`src/rtl/core_run_ctrl.sv`:
```
`default_nettype none
// ============================================================================
//  Module      : core_run_ctrl
//  Description : Run controller for a RISC-V core. It releases the core
//                reset, loads the start PC, and runs the core freely or one
//                instruction per step. It counts RUN cycles and retired
//                instructions, halts on trap, halt request or cycle limit,
//                and emits a one-cycle trace strobe for each retired PC.
//  Revision    : 1.0 - initial release
// ============================================================================
module core_run_ctrl #(
   parameter int ADDR_WIDTH = 32,
   parameter int CNT_WIDTH  = 32,
   parameter int RST_CYCLES = 2,
   parameter bit TRACE_EN   = 1'b1
) (
   input  logic                  clk,
   input  logic                  reset,
   input  logic                  start,
   input  logic [ADDR_WIDTH-1:0] initial_address,
   input  logic                  step_mode,
   input  logic                  step,
   input  logic                  halt_req,
   input  logic [CNT_WIDTH-1:0]  cycle_limit,
   input  logic                  retire,
   input  logic [ADDR_WIDTH-1:0] retire_pc,
   input  logic                  trap,
   output logic                  core_rst,
   output logic                  core_en,
   output logic [ADDR_WIDTH-1:0] core_pc_init,
   output logic                  running,
   output logic                  halted,
   output logic [1:0]            halt_cause,
   output logic [CNT_WIDTH-1:0]  cycle_count,
   output logic [CNT_WIDTH-1:0]  instr_count,
   output logic                  tr,
   output logic [ADDR_WIDTH-1:0] trace_pc
);

   localparam logic [2:0] c_IDLE  = 3'd0;
   localparam logic [2:0] c_HOLD  = 3'd1;
   localparam logic [2:0] c_RUN   = 3'd2;
   localparam logic [2:0] c_PAUSE = 3'd3;
   localparam logic [2:0] c_HALT  = 3'd4;

   localparam logic [1:0] c_CAUSE_NONE  = 2'd0;
   localparam logic [1:0] c_CAUSE_TRAP  = 2'd1;
   localparam logic [1:0] c_CAUSE_REQ   = 2'd2;
   localparam logic [1:0] c_CAUSE_LIMIT = 2'd3;

   // Hold counter runs 0 .. RST_CYCLES-1 while the core is kept in reset.
   localparam int c_HOLD_W = (RST_CYCLES > 1) ? $clog2(RST_CYCLES) : 1;
   localparam logic [c_HOLD_W-1:0] c_HOLD_LAST = c_HOLD_W'(RST_CYCLES - 1);

   logic [2:0]            r_state;
   logic [c_HOLD_W-1:0]   r_hold_cnt;
   logic [ADDR_WIDTH-1:0] r_pc_init;
   logic [1:0]            r_cause;
   logic [CNT_WIDTH-1:0]  r_cycle;
   logic [CNT_WIDTH-1:0]  r_instr;

   logic [CNT_WIDTH:0]    w_cyc_p1;
   logic                  w_limit_hit;
   logic                  w_run_halt;
   logic [1:0]            w_run_cause;
   logic                  w_start_ok;

   // One extra bit so the limit compare cannot wrap at the saturated count.
   assign w_cyc_p1    = {1'b0, r_cycle} + {{CNT_WIDTH{1'b0}}, 1'b1};
   assign w_limit_hit = (cycle_limit != '0) && (w_cyc_p1 >= {1'b0, cycle_limit});
   assign w_start_ok  = start && ((r_state == c_IDLE) || (r_state == c_HALT));

   // Halt decision for a RUN cycle, priority trap > halt_req > cycle limit.
   always_comb begin
      w_run_halt  = 1'b1;
      w_run_cause = c_CAUSE_NONE;
      if (trap) begin
         w_run_cause = c_CAUSE_TRAP;
      end else if (halt_req) begin
         w_run_cause = c_CAUSE_REQ;
      end else if (w_limit_hit) begin
         w_run_cause = c_CAUSE_LIMIT;
      end else begin
         w_run_halt = 1'b0;
      end
   end

   // Run state machine, start-PC latch, halt cause and counters.
   always_ff @(posedge clk) begin
      if (reset) begin
         r_state    <= c_IDLE;
         r_hold_cnt <= '0;
         r_pc_init  <= '0;
         r_cause    <= c_CAUSE_NONE;
         r_cycle    <= '0;
         r_instr    <= '0;
      end else if (w_start_ok) begin
         // Fresh run from IDLE or HALT: everything restarts from zero.
         r_state    <= c_HOLD;
         r_hold_cnt <= '0;
         r_pc_init  <= initial_address;
         r_cause    <= c_CAUSE_NONE;
         r_cycle    <= '0;
         r_instr    <= '0;
      end else begin
         case (r_state)
            c_HOLD: begin
               if (r_hold_cnt == c_HOLD_LAST) begin
                  r_state <= c_RUN;
               end else begin
                  r_hold_cnt <= r_hold_cnt + 1'b1;
               end
            end
            c_RUN: begin
               if (r_cycle != '1) begin
                  r_cycle <= r_cycle + 1'b1;
               end
               // A retire in the halting cycle is still counted.
               if (retire && (r_instr != '1)) begin
                  r_instr <= r_instr + 1'b1;
               end
               if (w_run_halt) begin
                  r_state <= c_HALT;
                  r_cause <= w_run_cause;
               end else if (step_mode && retire) begin
                  r_state <= c_PAUSE;
               end
            end
            c_PAUSE: begin
               if (halt_req) begin
                  r_state <= c_HALT;
                  r_cause <= c_CAUSE_REQ;
               end else if (step || !step_mode) begin
                  r_state <= c_RUN;
               end
            end
            default: begin
               // IDLE and HALT wait for start; nothing changes here.
               r_state <= r_state;
            end
         endcase
      end
   end

   generate
      if (TRACE_EN) begin : g_trace
         logic                  r_tr;
         logic [ADDR_WIDTH-1:0] r_trace_pc;

         // Trace strobe one cycle after each retire seen in RUN.
         always_ff @(posedge clk) begin
            if (reset) begin
               r_tr       <= 1'b0;
               r_trace_pc <= '0;
            end else begin
               r_tr <= retire && (r_state == c_RUN);
               if (retire && (r_state == c_RUN)) begin
                  r_trace_pc <= retire_pc;
               end
            end
         end

         assign tr       = r_tr;
         assign trace_pc = r_trace_pc;
      end else begin : g_no_trace
         assign tr       = 1'b0;
         assign trace_pc = '0;
      end
   endgenerate

   assign core_rst     = (r_state == c_IDLE) || (r_state == c_HOLD);
   assign core_en      = (r_state == c_RUN);
   assign running      = (r_state == c_RUN);
   assign halted       = (r_state == c_HALT);
   assign core_pc_init = r_pc_init;
   assign halt_cause   = r_cause;
   assign cycle_count  = r_cycle;
   assign instr_count  = r_instr;

endmodule
`default_nettype wire

```
`config.mk`:
```
export PLATFORM = sky130hd
export DESIGN_NAME = core_run_ctrl
export DESIGN_NICKNAME = d
export VERILOG_FILES = /design/src/rtl/core_run_ctrl.sv
export SDC_FILE = /design/constraint.sdc
export NUM_CORES = 1
export LEC_CHECK = 0
export BUFFER_PORTS_ARGS = -buffer_cell sky130_fd_sc_hd__buf_2
export CAP_MARGIN = 15
export CELL_PAD_IN_SITES_DETAIL_PLACEMENT = 1
export CELL_PAD_IN_SITES_GLOBAL_PLACEMENT = 1
export CORE_ASPECT_RATIO = 0.9
export CORE_UTILIZATION = 25
export CTS_BUF_LIST = sky130_fd_sc_hd__clkbuf_4
export DETAILED_ROUTE_END_ITERATION = 6
export GPL_TIMING_DRIVEN = 1
export PLACE_DENSITY_LB_ADDON = 0.1
export REMOVE_ABC_BUFFERS = 1
export SYNTH_ARGS = -nofsm -noshare
export SYNTH_HDL_FRONTEND = slang
export SYNTH_SLANG_ARGS = --single-unit
```
`constraint.sdc`:
```
create_clock -name clk -period 4 [get_ports clk]
set_clock_uncertainty 0.05 [all_clocks]
set_input_delay 0.8 -clock clk [delete_from_list [all_inputs] [get_ports clk]]
set_output_delay 0.8 -clock clk [all_outputs]
set_load 0.03 [all_outputs]
```
## Word level (Yosys, flattened, before mapping)

Cells that the tools add are included.

| word-level totals | value |
|---|---|
| input bits | 104 |
| word-level logic and storage cells | 65 |
| register bits after elaboration | 135 |

| cells by class | value |
|---|---|
| eq/ne operators | 14 |
| multiplexer cells | 17 |
| add/subtract/negate cells | 4 |
| order comparisons | 1 |
| reductions and logical operators | 20 |

Operator list:

| kind | number |
|---|---|
| 32-bit by 1-bit adder with 32-bit output (second input constant) | 2 |
| 32-bit != test (second input constant) | 2 |
| 32-bit by 1-bit adder with 33-bit output (second input constant) | 1 |
| 33-bit by 32-bit >= comparator with 1-bit output | 1 |
| 32-bit nonzero test | 1 |
| 3-bit 2-to-1 mux | 5 |
| 2-bit 2-to-1 mux | 5 |
| 3-bit case mux with 3 select lines | 1 |
| 4-bit AND reduction | 2 |
| 3-bit by 2-bit == test with 1-bit output (second input constant) | 2 |
| 3-bit != test (second input constant) | 2 |
| 1-bit logical AND | 5 |
| 1-bit 2-to-1 mux | 5 |
| 2-bit != test (second input constant) | 2 |
| 4-bit by 1-bit != test with 1-bit output (second input constant) | 1 |
| 4-bit != test (second input constant) | 1 |
| 2-bit case mux with 2 select lines | 1 |
| 2-bit AND reduction | 2 |
| 4-bit nonzero test | 1 |
| 3-bit by 1-bit == test with 1-bit output (second input constant) | 1 |
| 3-bit == test (second input constant) | 1 |
| 3-bit logical NOT | 1 |
| 1-bit logical OR | 3 |
| 3-bit by 1-bit != test with 1-bit output (second input constant) | 1 |
| other kinds (7) | 7 |

## Logic depth before layout (Yosys ltp)

| logic depth | value |
|---|---|
| word-level depth | 9 |
| gate-level depth with buffers | 13 |
| mapped depth without buffers | 13 |

## Worst setup path before layout

No wires, ideal clock.

| timing path | value |
|---|---|
| path type | register to register |
| start | register r_cycle[8] (netlist: cycle_count[8]) |
| end | register r_state[2] |
| clock period less this slack | 3.493 ns |
| stages on the path, launching flop included | 13 |
| buffers on the path | 0 |
| setup slack | 0.507 ns |
| arrival time | 3.293 ns |
| path through | dfxtp_1 > nand2_1 > nor4_4 > nand4_4 > nor2_1 > xor2_1 > ha_1 > a21oi_1 > nand2_1 > a221oi_1 > o211ai_1 > a221oi_1 > a311oi_1 |

| on the way | value |
|---|---|
| longest elaborated chain between the ends | 8 |
| elaborated cells between the ends (all ways) | 10 |
| classes of those cells | add/sub: 1; order compare: 1; eq/ne: 1; mux: 5; reduce/logical: 2 |

Ends and longest elaborated chain:

| element | RTL line | RTL |
|---|---|---|
| start: declaration | 59 | `logic [CNT_WIDTH-1:0] r_cycle;` |
| start signal: assignment | 116 | `r_cycle <= r_cycle + 1'b1;` |
| 32-bit by 1-bit adder with 33-bit output (*) | 69 | `assign w_cyc_p1 = {1'b0, r_cycle} + {{CNT_WIDTH{1'b0}}, 1'b1};` |
| named net w_cyc_p1[27] | 62 | `logic [CNT_WIDTH:0] w_cyc_p1;` |
| 33-bit by 32-bit >= comparator with 1-bit output (*) | 70 | `assign w_limit_hit = (cycle_limit != '0) && (w_cyc_p1 >= {1'b0, cycle_limit});` |
| 1-bit logical AND (*) | 70 |  |
| 1-bit 2-to-1 mux (*) | 81 | `end else if (w_limit_hit) begin` |
| 1-bit 2-to-1 mux (*) | 79 | `end else if (halt_req) begin` |
| 1-bit 2-to-1 mux (*) | 77 | `if (trap) begin` |
| 3-bit by 1-bit != test with 1-bit output (no line) / 3-bit 2-to-1 mux (equally long branches) | - |  |
| 4-bit AND reduction (no line) / 3-bit case mux with 3 select lines (equally long branches) | - |  |
| end signal: assignment | 91 | `r_state <= c_IDLE;` |
| end signal: assignment | 99 | `r_state <= c_HOLD;` |
| end signal: assignment | 109 | `r_state <= c_RUN;` |
| end: declaration | 55 | `logic [2:0] r_state;` |

Mark *: on every way through the listed nets, which the timed path passes. The rest lies on a longest branch.
A chain may end at the register's enable or synchronous reset.

## Final worst setup path

| timing path | value |
|---|---|
| start | register r_cycle[0] (netlist: cycle_count[0]) |
| end | register r_state[2] |

Same word-level chain as after synthesis.

==> run summary <==
Status - complete, no violations
Core Box Area - 27,200 µm²
Die X - 178 µm
Mean Syn Cell Area - 7.98 µm²
Slew Limit Fails - 0
Max Cap Viol - 0
Vias in the first global route - 6,770
Period utilisation layout - 91.5%
Nature of the critical path startpoint - register
CTS Buffer Depth - 2
HPWL after DPL - 17,800 µm
Worst Setup End Kind - register
CTS Hold Bufs - 0
Routability congestion estimate - 0.787
CP Depth - 14
CP Buf/Inv Count - 2
Clock Sinks - 135
Reg area - 2700 µm²
Worst slew pin tran - 0.811 ns
Psw - 881 µW
Initial Util - 25.6%
Setup Slack @ Placement - 0.301 ns
Buffers on Ports - 238
R2R setup slack - 0.34 ns
Setup Viol. Count Final - 0
Routed WL - 24,100 µm
Commonest cells after routing, fill and taps aside - buf_2, nand2_1, dfxtp_1
DRT iter0 DRCs - 246
CTS tree - built
Yosys Warn Count - 0
Leak Pwr - 3.96 nW
First-pass GRT wire length - 37,700 µm
Total grt overflow - 0
FP Rows - 57
WP data arrival - 4.06 ns
Unrepaired setup endpoints after global routing - false
Multi-input combinational cell area - 3920 µm²
Seq cells post-synth - 135
Power per cell area - 327 nW/µm²
Synth async-reset ratio - 0%
Seq/Total Area, Yosys - 38.9%
Final #Nets - 1,241
Mapped Area - 6950 µm²
Critical path origin - cycle_count[0]
Post-synth top flop - dfxtp_1
Post-CTS setup buffers - 0
Die area - 28,500 µm²
Critical Path Slowest Stage Cell - dfxtp_1
Clock-pin transition on the worst setup and hold timing paths - 0.14 ns
Reg2reg start - cycle_count[0]
Area growth from synthesis to layout - 27.5%
Die H - 160 µm
Worst reg-to-reg path cell count - 14
Sw frac - 30.4%
Most common cell after layout, fill and taps aside - buf_2
Pre-antenna DRT Iters - 4
Worst-Skew Late Latency - 0.57 ns
Setup ws final - 0.339 ns
Critical Path Max Stage Delay - 0.47 ns
Tmin final - 3.66 ns
Fillers - 3,398
CP cell instances - ha_1 > nand3_1 > nor4_4 > buf_4 > nand4_1 > xnor2_1 > ha_1 > nand4_1 > nor4_1 > o211ai_1 > nor3_1 > a221oi_1 > buf_4 > a311oi_1
WS Path Type - reg2reg
R2R Path End - r_state[2]
Fmax achieved - 273 MHz
Hold Crit Depth - 3
CP max FO - 7
Post-route ant nets - 0
Share of cells above drive strength 1 - 27.7%
CTS buffer count - 17
Num ports - 239
Wirelength per Cell - 16.3 µm
Netlist cell types - 51
VDD IR max - 0.166 mV
Type of the tightest min-delay check - in2reg
Final hold violation count - 0
Final setup TNS - 0 ns
CTS root buf - clkbuf_4
CP Data Required Time - 4.40 ns
CTS HTree Levels - 4
Total global-route track usage - 17.0%
Initial antenna violation count - 1
Pin count of the biggest net entering global routing - 68
Post-route DRC - 0
Synth Instances - 871
Number of synthesized flops with an enable pin - 0
Avg Vias per Cell - 4.59
Power Internal - 2.02 mW
CP delay by family, top - simple AND/OR/NAND/NOR gates
Share of power burned in registers - 48.9%
Slew headroom - 46.0%
Vias after detailed routing - 6,766
Share of total power in combinational logic - 14.6%
Clock Power Share - 36.5%
CP Capture Point - r_state[2]
## stage by stage
stage	hold slack [ns]	util (%)	cell area [µm²]	power, mW	instances
6_report	0.402	32.6	8860	2.90	1473
5_1_grt	0.332	32.6	8860	3.07	1473
4_1_cts	0.323	32.6	8850	2.97	1470
3_5_place_dp	0.396	31.4	8540	1.88	1438
3_3_place_gp	0.390	31.4	8540	1.88	1438
2_1_floorplan	0.387	-	6760	1.68	827
## cells in the mapped netlist, types with 3 or more instances
master	instances	area share (%)
nand3_1	34	2.4
and3_1	14	1.3
a221oi_1	3	0.38
buf_4	4	0.43
nor4_2	5	0.90
and4_1	3	0.38
nor3_1	23	1.7
or4_1	3	0.32
ha_1	34	6.1
nand2b_1	5	0.45
nor2_1	85	4.6
and2_1	3	0.27
o211ai_1	3	0.32
nand4_1	21	1.9
nor3b_1	5	0.54
dfxtp_1	135	39
nand2_1	170	9.2
o21ai_0	8	0.58
xnor2_1	54	6.8
a21oi_1	89	6.4
or3_1	4	0.36
inv_1	38	2.1
buf_2	7	0.50
nor4_4	4	1.2
clkbuf_1	32	1.7
nor4_1	19	1.7
xor2_1	34	4.3
## flip-flops by register name, summed over array words and instances, names as in the netlist
register / count
core_pc_init: 32
cycle_count: 32
instr_count: 32
trace_pc: 32
r_state: 3
halt_cause: 2
r_hold_cnt: 1
tr: 1
## what timing repair did
item,4_1_cts,5_1_grt
endpoints found under the hold margin,0,0
gates resized for setup,0,0
setup endpoints to repair,0,1
## tightest hold or removal path: stages
cell and delay [ns]:
buf_2 0.09, nand2_1 0.04, a21oi_1 0.05
## metal layers
metal  up-vias  global-route usage (%)  share of wire, %
li1       3425                       -                 -
met1      3195                    22.6                47
met2       131                    27.6                48
met3        15                    3.69               4.0
met4         0                    4.39               1.1
met5         -                       0                 0
## area by class of cell
type / count / share of cell area [%]
clock buffers: 18 / 1.52
clock inverters: 14 / 2.03
diodes: 3 / 0.0847
repair buffers: 257 / 15.1
well taps: 354 / 5.00
multi-input cells: 654 / 44.2
flip-flops and latches: 135 / 30.5
inverters: 38 / 1.61
## cell families (layout without fill, tap and decap cells)
group                      count (synthesis)  count (layout)  synth area share [%]
other                                      0               3                     0
adders and majority gates                 34              34                  6.12
xor gates and xnor gates                  88              88                  11.1
AOI/OAI and AO/OA                        116             116                  9.17
buffers and inverters                     82             327                  4.77
DFF                                      135             135                  38.9
and+or+nand+nor                          416             416                  29.9
## power groups by stage
stage | logic (mW) | clock network (mW) | registers, mW
floorplan | 0.157 | 0 | 1.52
global placement | 0.433 | 0 | 1.45
detailed placement | 0.432 | 0 | 1.45
CTS | 0.433 | 1.12 | 1.42
global route | 0.469 | 1.17 | 1.42
finish | 0.423 | 1.06 | 1.42
## worst min-delay path by stage
stage	startpoint	endpoint	slack (ns)
finish	retire_pc[22]	trace_pc[22]	0.40
detailed placement	core_pc_init[12]	core_pc_init[12]	0.40
floorplan	r_hold_cnt	r_hold_cnt	0.39
global route	retire_pc[7]	trace_pc[7]	0.33
global placement	core_pc_init[14]	core_pc_init[14]	0.39
CTS	retire_pc[19]	trace_pc[19]	0.32
Note: power is estimated with default switching activity, not from simulation.
